[config.mk]
export PLATFORM = sky130hd
export DESIGN_NAME = tensor_writeback
export DESIGN_NICKNAME = d
export VERILOG_FILES = /design/src/rtl/tensor_writeback.sv
export SDC_FILE = /design/constraint.sdc
export NUM_CORES = 1
export LEC_CHECK = 0
export ABC_AREA = 1
export CORE_ASPECT_RATIO = 1.5
export CORE_MARGIN = 2
export CORE_UTILIZATION = 50
export DETAILED_ROUTE_END_ITERATION = 7
export PLACE_DENSITY = 0.76
export SETUP_SLACK_MARGIN = 0.05
export SLEW_MARGIN = 5
export SYNTH_ARGS = -nofsm -noshare
export SYNTH_HDL_FRONTEND = slang
export SYNTH_SLANG_ARGS = --single-unit
export TNS_END_PERCENT = 10
[constraint.sdc]
create_clock -name clock -period 8 [get_ports clock]
set_clock_uncertainty 0.2 [all_clocks]
set_input_delay 1.6 -clock clock [delete_from_list [all_inputs] [get_ports clock]]
set_output_delay 1.6 -clock clock [all_outputs]
set_load 0.005 [all_outputs]
[src/rtl/tensor_writeback.sv]
// Tensor write-back engine: takes a tensor config word, then turns a stream of packed
// words into memory writes at consecutive addresses starting at the tensor base.
module tensor_writeback #(
    parameter int DATA_W = 32,
    parameter int ADDR_W = 16
) (
    input  logic              clock,
    input  logic              reset,
    input  logic [53:0]       config_in_tdata,
    input  logic              config_in_tvalid,
    output logic              config_in_tready,
    input  logic [DATA_W-1:0] s_tdata,
    input  logic              s_tvalid,
    input  logic              s_tlast,
    output logic              s_tready,
    output logic [ADDR_W-1:0] mem_waddr,
    output logic [DATA_W-1:0] mem_wdata,
    output logic              mem_wvalid,
    input  logic              mem_wready,
    output logic              done,
    output logic              error,
    output logic [1:0]        fsm_state
);

    // Handshakes: a transfer happens on the rising clock edge where valid and ready are
    // both high; a source holding valid keeps its payload stable until that edge.
    typedef enum logic [1:0] {IDLE, CALC, WRITE, DONE} state_t;

    state_t            state;
    state_t            state_next;
    logic [ADDR_W-1:0] base;
    logic [2:0]        code;
    logic [39:0]       count;
    logic [15:0]       num_words;
    logic [15:0]       wr_cnt;
    logic              last_taken;
    logic              cfg_hs;
    logic              s_hs;
    logic              beat_is_last;
    logic [42:0]       n_ext;
    logic [42:0]       prod;
    logic [42:0]       words_calc;

    assign cfg_hs       = config_in_tvalid & config_in_tready;
    assign s_hs         = s_tvalid & s_tready;
    assign beat_is_last = (wr_cnt == num_words - 16'd1);
    assign fsm_state    = state;

    // Word count per element type; computed at full width, truncated to 16 bits on capture.
    always_comb begin
        n_ext      = {3'b000, count};
        prod       = n_ext * {40'b0, code};
        words_calc = '0;
        case (code)
            3'd0:       words_calc = '0;
            3'd1:       words_calc = (n_ext + 43'd3) >> 2;
            3'd2:       words_calc = (n_ext + 43'd1) >> 1;
            3'd3, 3'd4: words_calc = n_ext;
            default:    words_calc = (prod >> 2) + 43'd1;
        endcase
    end

    always_ff @(posedge clock) begin
        if (reset) state <= IDLE;
        else       state <= state_next;
    end

    always_comb begin
        state_next = state;
        case (state)
            IDLE:  if (cfg_hs) state_next = CALC;
            CALC:  state_next = (words_calc[15:0] == 16'd0) ? DONE : WRITE;
            WRITE: if (last_taken && mem_wvalid && mem_wready) state_next = DONE;
            DONE:  state_next = IDLE;
            default: state_next = IDLE;
        endcase
    end

    always_comb begin
        config_in_tready = 1'b0;
        s_tready         = 1'b0;
        done             = 1'b0;
        case (state)
            IDLE:  config_in_tready = 1'b1;
            WRITE: s_tready = !last_taken && (!mem_wvalid || mem_wready);
            DONE:  done = 1'b1;
            default: ;
        endcase
    end

    always_ff @(posedge clock) begin
        if (reset) begin
            base       <= '0;
            code       <= '0;
            count      <= '0;
            num_words  <= '0;
            wr_cnt     <= '0;
            last_taken <= 1'b0;
            mem_waddr  <= '0;
            mem_wdata  <= '0;
            mem_wvalid <= 1'b0;
            error      <= 1'b0;
        end else begin
            if (cfg_hs) begin
                base       <= ADDR_W'(config_in_tdata[53:43]);
                code       <= config_in_tdata[42:40];
                count      <= config_in_tdata[39:0];
                wr_cnt     <= '0;
                last_taken <= 1'b0;
                error      <= 1'b0;
            end
            if (state == CALC) num_words <= words_calc[15:0];
            if (s_hs) begin
                mem_waddr  <= base + ADDR_W'(wr_cnt);
                mem_wdata  <= s_tdata;
                mem_wvalid <= 1'b1;
                wr_cnt     <= wr_cnt + 16'd1;
                // An early tlast ends the tensor too; either disagreement is flagged.
                if (beat_is_last || s_tlast) last_taken <= 1'b1;
                if (beat_is_last != s_tlast) error <= 1'b1;
            end else if (mem_wready) begin
                mem_wvalid <= 1'b0;
            end
        end
    end

endmodule

Yosys cells after proc, flatten, opt, wreduce, memory -nomap -nowiden
Cells that the tools add are included.

storage, ports and cells
  bits of input ports = 92
  output and inout port bits = 55
  register bits = 139
  logic and storage cells = 63

operators by class
  multiply operators = 1
  reductions and logical operators = 14
  add/subtract/negate cells = 6
  bitwise gates (word level) = 2
  equal/unequal tests = 11
  mux-type cells = 18

operator list
  kind                                                number
  case mux 16 bit (4 select lines)                    1
  multiplier 40 x 3 -> 18 bit                         1
  adder 16 x 1 -> 16 bit, second input constant       2
  2-to-1 mux 16 bit                                   2
  adder 18 x 2 -> 18 bit, second input constant       1
  adder 17 x 1 -> 17 bit, second input constant       1
  adder 11 x 16 -> 16 bit                             1
  == test 16 bit                                      1
  logical NOT 16 bit                                  1
  subtractor 16 x 1 -> 16 bit, second input constant  1
  2-to-1 mux 1 bit                                    12
  case mux 2 bit (4 select lines)                     1
  == test 3 x 2 -> 1 bit, second input constant       2
  == test 2 bit, second input constant                2
  2-to-1 mux 2 bit                                    2
  inequality test 2 bit, second input constant        2
  nonzero test 2 bit                                  2
  == test 3 x 1 -> 1 bit, second input constant       1
  == test 3 bit, second input constant                1
  logical AND 1 bit                                   3
  logical NOT 3 bit                                   1
  bitwise AND 1 bit                                   2
  == test 2 x 1 -> 1 bit, second input constant       1
  logical NOT 1 bit                                   2
  5 further kinds                                     6

Logic depth before layout (Yosys ltp)
  depth after elaboration = 6
  depth in mapped cells = 26
  depth with buffers taken out = 25

Worst setup path after synthesis
No wires, ideal clock.

  path type = input to output
  start = input port mem_wready
  end = output port s_tready
  stages = 2
  path buffers = 0
  required time = 6.200 ns
  data arrival time = 1.780 ns
  slack = 4.420 ns
  path through = nor2_1 > nor2_1

between the ends
  cells in the longest elaborated chain, start to end = 3

RTL lines
  element            line  RTL
  from (decl)        19    input logic mem_wready,
  logical OR 1 bit   85    WRITE: s_tready = !last_taken && (!mem_wvalid || mem_wready);
  logical AND 1 bit  85
  2-to-1 mux 1 bit   83    case (state)
  to (decl)          15    output logic s_tready,

Every way passes these cells.

Worst setup path in the final report
Same ends and word-level chain as after synthesis.

==> results.json <==
{
  "yosysMostFrequentCell": "nand2_1",
  "cp-start-kind": "input pin",
  "cp_cell_sequence": "clkdlybuf4s50_1, nor2_1, nor2_1, clkdlybuf4s50_1",
  "synth_edf_count": 0,
  "initial_core_util_pct": 50.6,
  "nets": 1609,
  "use_met2_pct": 54.6,
  "routed_wl_mm": 25.6,
  "synth_top_area_share_pct": 26.9,
  "via_per_inst": 5.34,
  "power_leakage_nw": 4.77,
  "async_flop_share_pct": 0,
  "yosys.cell_types.count": 47,
  "grt_pass1_vias": 9114,
  "multi_input_area_um2": 5420,
  "placementRows": 59,
  "maxSlewHeadroom_pct": 35.7,
  "p_per_area_nw_per_um2": 255,
  "cts_resized": 0,
  "routedWlPerCell_um": 15.1,
  "regArea_um2": 2340,
  "syn_avg_cell_area_um2": 6.35,
  "drtPass1Iterations": 8,
  "path_clk_slew_ns": 0.06,
  "postCtsHoldBufs": 0,
  "final_core_util_pct": 62.0,
  "antenna_found_initial": 2,
  "synth_top_cell_by_area": "dfxtp_1",
  "grt_max_degree": 57,
  "drc": 0,
  "finalWeightedCongestion": 0.932,
  "final_max_slew_viol_count": 0,
  "numCtsBuffers": 17,
  "cp.arrival_ns": 2.84,
  "crit_type": "input pin to output port",
  "status": "complete, no violations",
  "clock_latency_ns": 0.42,
  "busiest_layer": "met2",
  "period_minus_slack_ns": 4.64,
  "clock_sinks": 117,
  "use_met3_pct": 2.96,
  "fin_area_um2": 10700,
  "core_area_um2": 17200,
  "postSynthCellCount": 1372,
  "yosysWarnings": 0,
  "drtIter0Drc": 461,
  "syn_to_final_growth_pct": 22.4,
  "portBuffers": 124,
  "clockBufferDepth": 2,
  "yosys-top-cells-count": "nand2_1 (366), inv_1 (180), dfxtp_1 (117)",
  "grt_pass1_wl_mm": 42.6,
  "hold_class": "register to register",
  "ant_nets": 0,
  "finalHoldViolCount": 0,
  "post_dp_cell_area_um2": 10000,
  "overflow": 0,
  "synthFlopType": "dfxtp_1",
  "tightest_slew_ns": 0.961,
  "setup_viol": 0,
  "syn_area_um2": 8710,
  "met1_usage_pct": 27.8,
  "final.setup.tns_ns": 0,
  "cts_tree": "built",
  "post-route-period-util_pct": 58.0,
  "slowest_delay_ns": 0.53,
  "rsz0062_at_grt": "false",
  "nFillCells": 1629,
  "critical_path.slowest_cell": "clkdlybuf4s50_1",
  "gr-usage-all-layers_pct": 28.2,
  "max_cap_violations": 0,
  "drive_above_1_share_pct": 6.91,
  "ir_drop_mv": 0.204,
  "crit_required_ns": 6.20,
  "die_area_um2": 18500,
  "vias": 9037,
  "synth_seq_cells": 117,
  "hold_slack_ns": 0.265,
  "yosysSeqAreaShare_pct": 26.9,
  "end_kind": "output port",
  "critPathBufInv": 2,
  "post-cts-setup-buffers": 0,
  "synth_area_leaders": "dfxtp_1 (27%), nand2_1 (16%), inv_1 (7.8%)",
  "htreeDepth": 4,
  "synth_nets": 1517,
  "path_max_fanout": 2,
  "maxClockFrequency_mhz": 215,
  "io_pins": 147,
  "hpwlAfterDp_mm": 19.6,
  "die_x_um": 112,
  "crit_family": "buffers and inverters",
  "die_h_um": 166,
  "clockRootBuffer": "clkbuf_16"
}
[routing by layer]
metal	wire (um)	vias up
met5	0	-
met2	13900	241
met4	1670	0
li1	-	4603
met3	692	93
met1	9360	4100
[cells by family after synthesis]
family	Yosys count	synth area share, %
flip-flops	117	26.9
adder cells (fa/ha/maj)	53	9.08
buffers and inverters	247	10.9
AO/OA/AOI/OAI	260	16.3
AND/OR/NAND/NOR	656	32.9
XOR/XNOR	39	3.92
[state kept, by name (all words and copies together), names as in the netlist]
signal,flops
mem_wdata,32
count,18
mem_waddr,16
num_words,16
wr_cnt,16
base,11
code,3
fsm_state,2
error,1
last_taken,1
mem_wvalid,1
[per-stage QoR]
step	worst slack, ns	power (W)	cells
2_1_floorplan	4.42	0.00156	1372
3_3_place_gp	3.34	0.00187	1658
3_5_place_dp	3.35	0.00189	1658
4_1_cts	3.34	0.00273	1690
5_1_grt	3.32	0.00291	1692
6_report	3.36	0.00272	1692
[layout by cell type (no fill, tap or decap), types with 14 or more instances in the layout]
cell type          n
nand2_1          364
nand2_2           15
nor3_1            14
inv_1            180
dfxtp_1          117
fa_1              17
ha_1              36
nand4_1           18
o21ai_0           96
clkbuf_16         17
a21oi_1          114
nor2_1           111
nand3_1           92
xor2_1            33
clkdlybuf4s50_1  123
[final cells by class]
| cell class | instances | share of cell area, % |
|---|---|---|
| Sequential cell | 117 | 22.0 |
| Antenna cell | 2 | 0.0469 |
| Timing Repair Buffer | 129 | 11.9 |
| Clock inverter | 15 | 1.96 |
| Multi-Input combinational cell | 1008 | 50.9 |
| Tap cell | 213 | 2.50 |
| Clock buffer | 17 | 3.99 |
| Inverter | 191 | 6.72 |
[path summary, 6_finish.rpt]
kind | start | endpoint | slack [ns] | depth (start not counted)
worst max register to register | code[0]$_SDFFE_PP0P_ | fsm_state[0]$_SDFFE_PP0P_ | 3.79 | 20
worst min-delay path | mem_wdata[25]$_SDFFE_PP0P_ | mem_wdata[25]$_SDFFE_PP0P_ | 0.27 | 2
worst min register to register | mem_wdata[25]$_SDFFE_PP0P_ | mem_wdata[25]$_SDFFE_PP0P_ | 0.27 | 2
worst max-delay path | mem_wready | s_tready | 3.36 | 4
[tightest hold or removal path, stage by stage (launching register included)]
cell and delay [ns]:
dfxtp_1 0.31, nand2_1 0.06, a21oi_1 0.05
[power by group]
group          internal [W]  leakage [nW]  switching (W)
registers          0.000695         0.955       0.000147
logic              0.000413          3.50       0.000635
clock network      0.000507         0.311       0.000319
No activity file was read; power rests on OpenSTA's default activity.
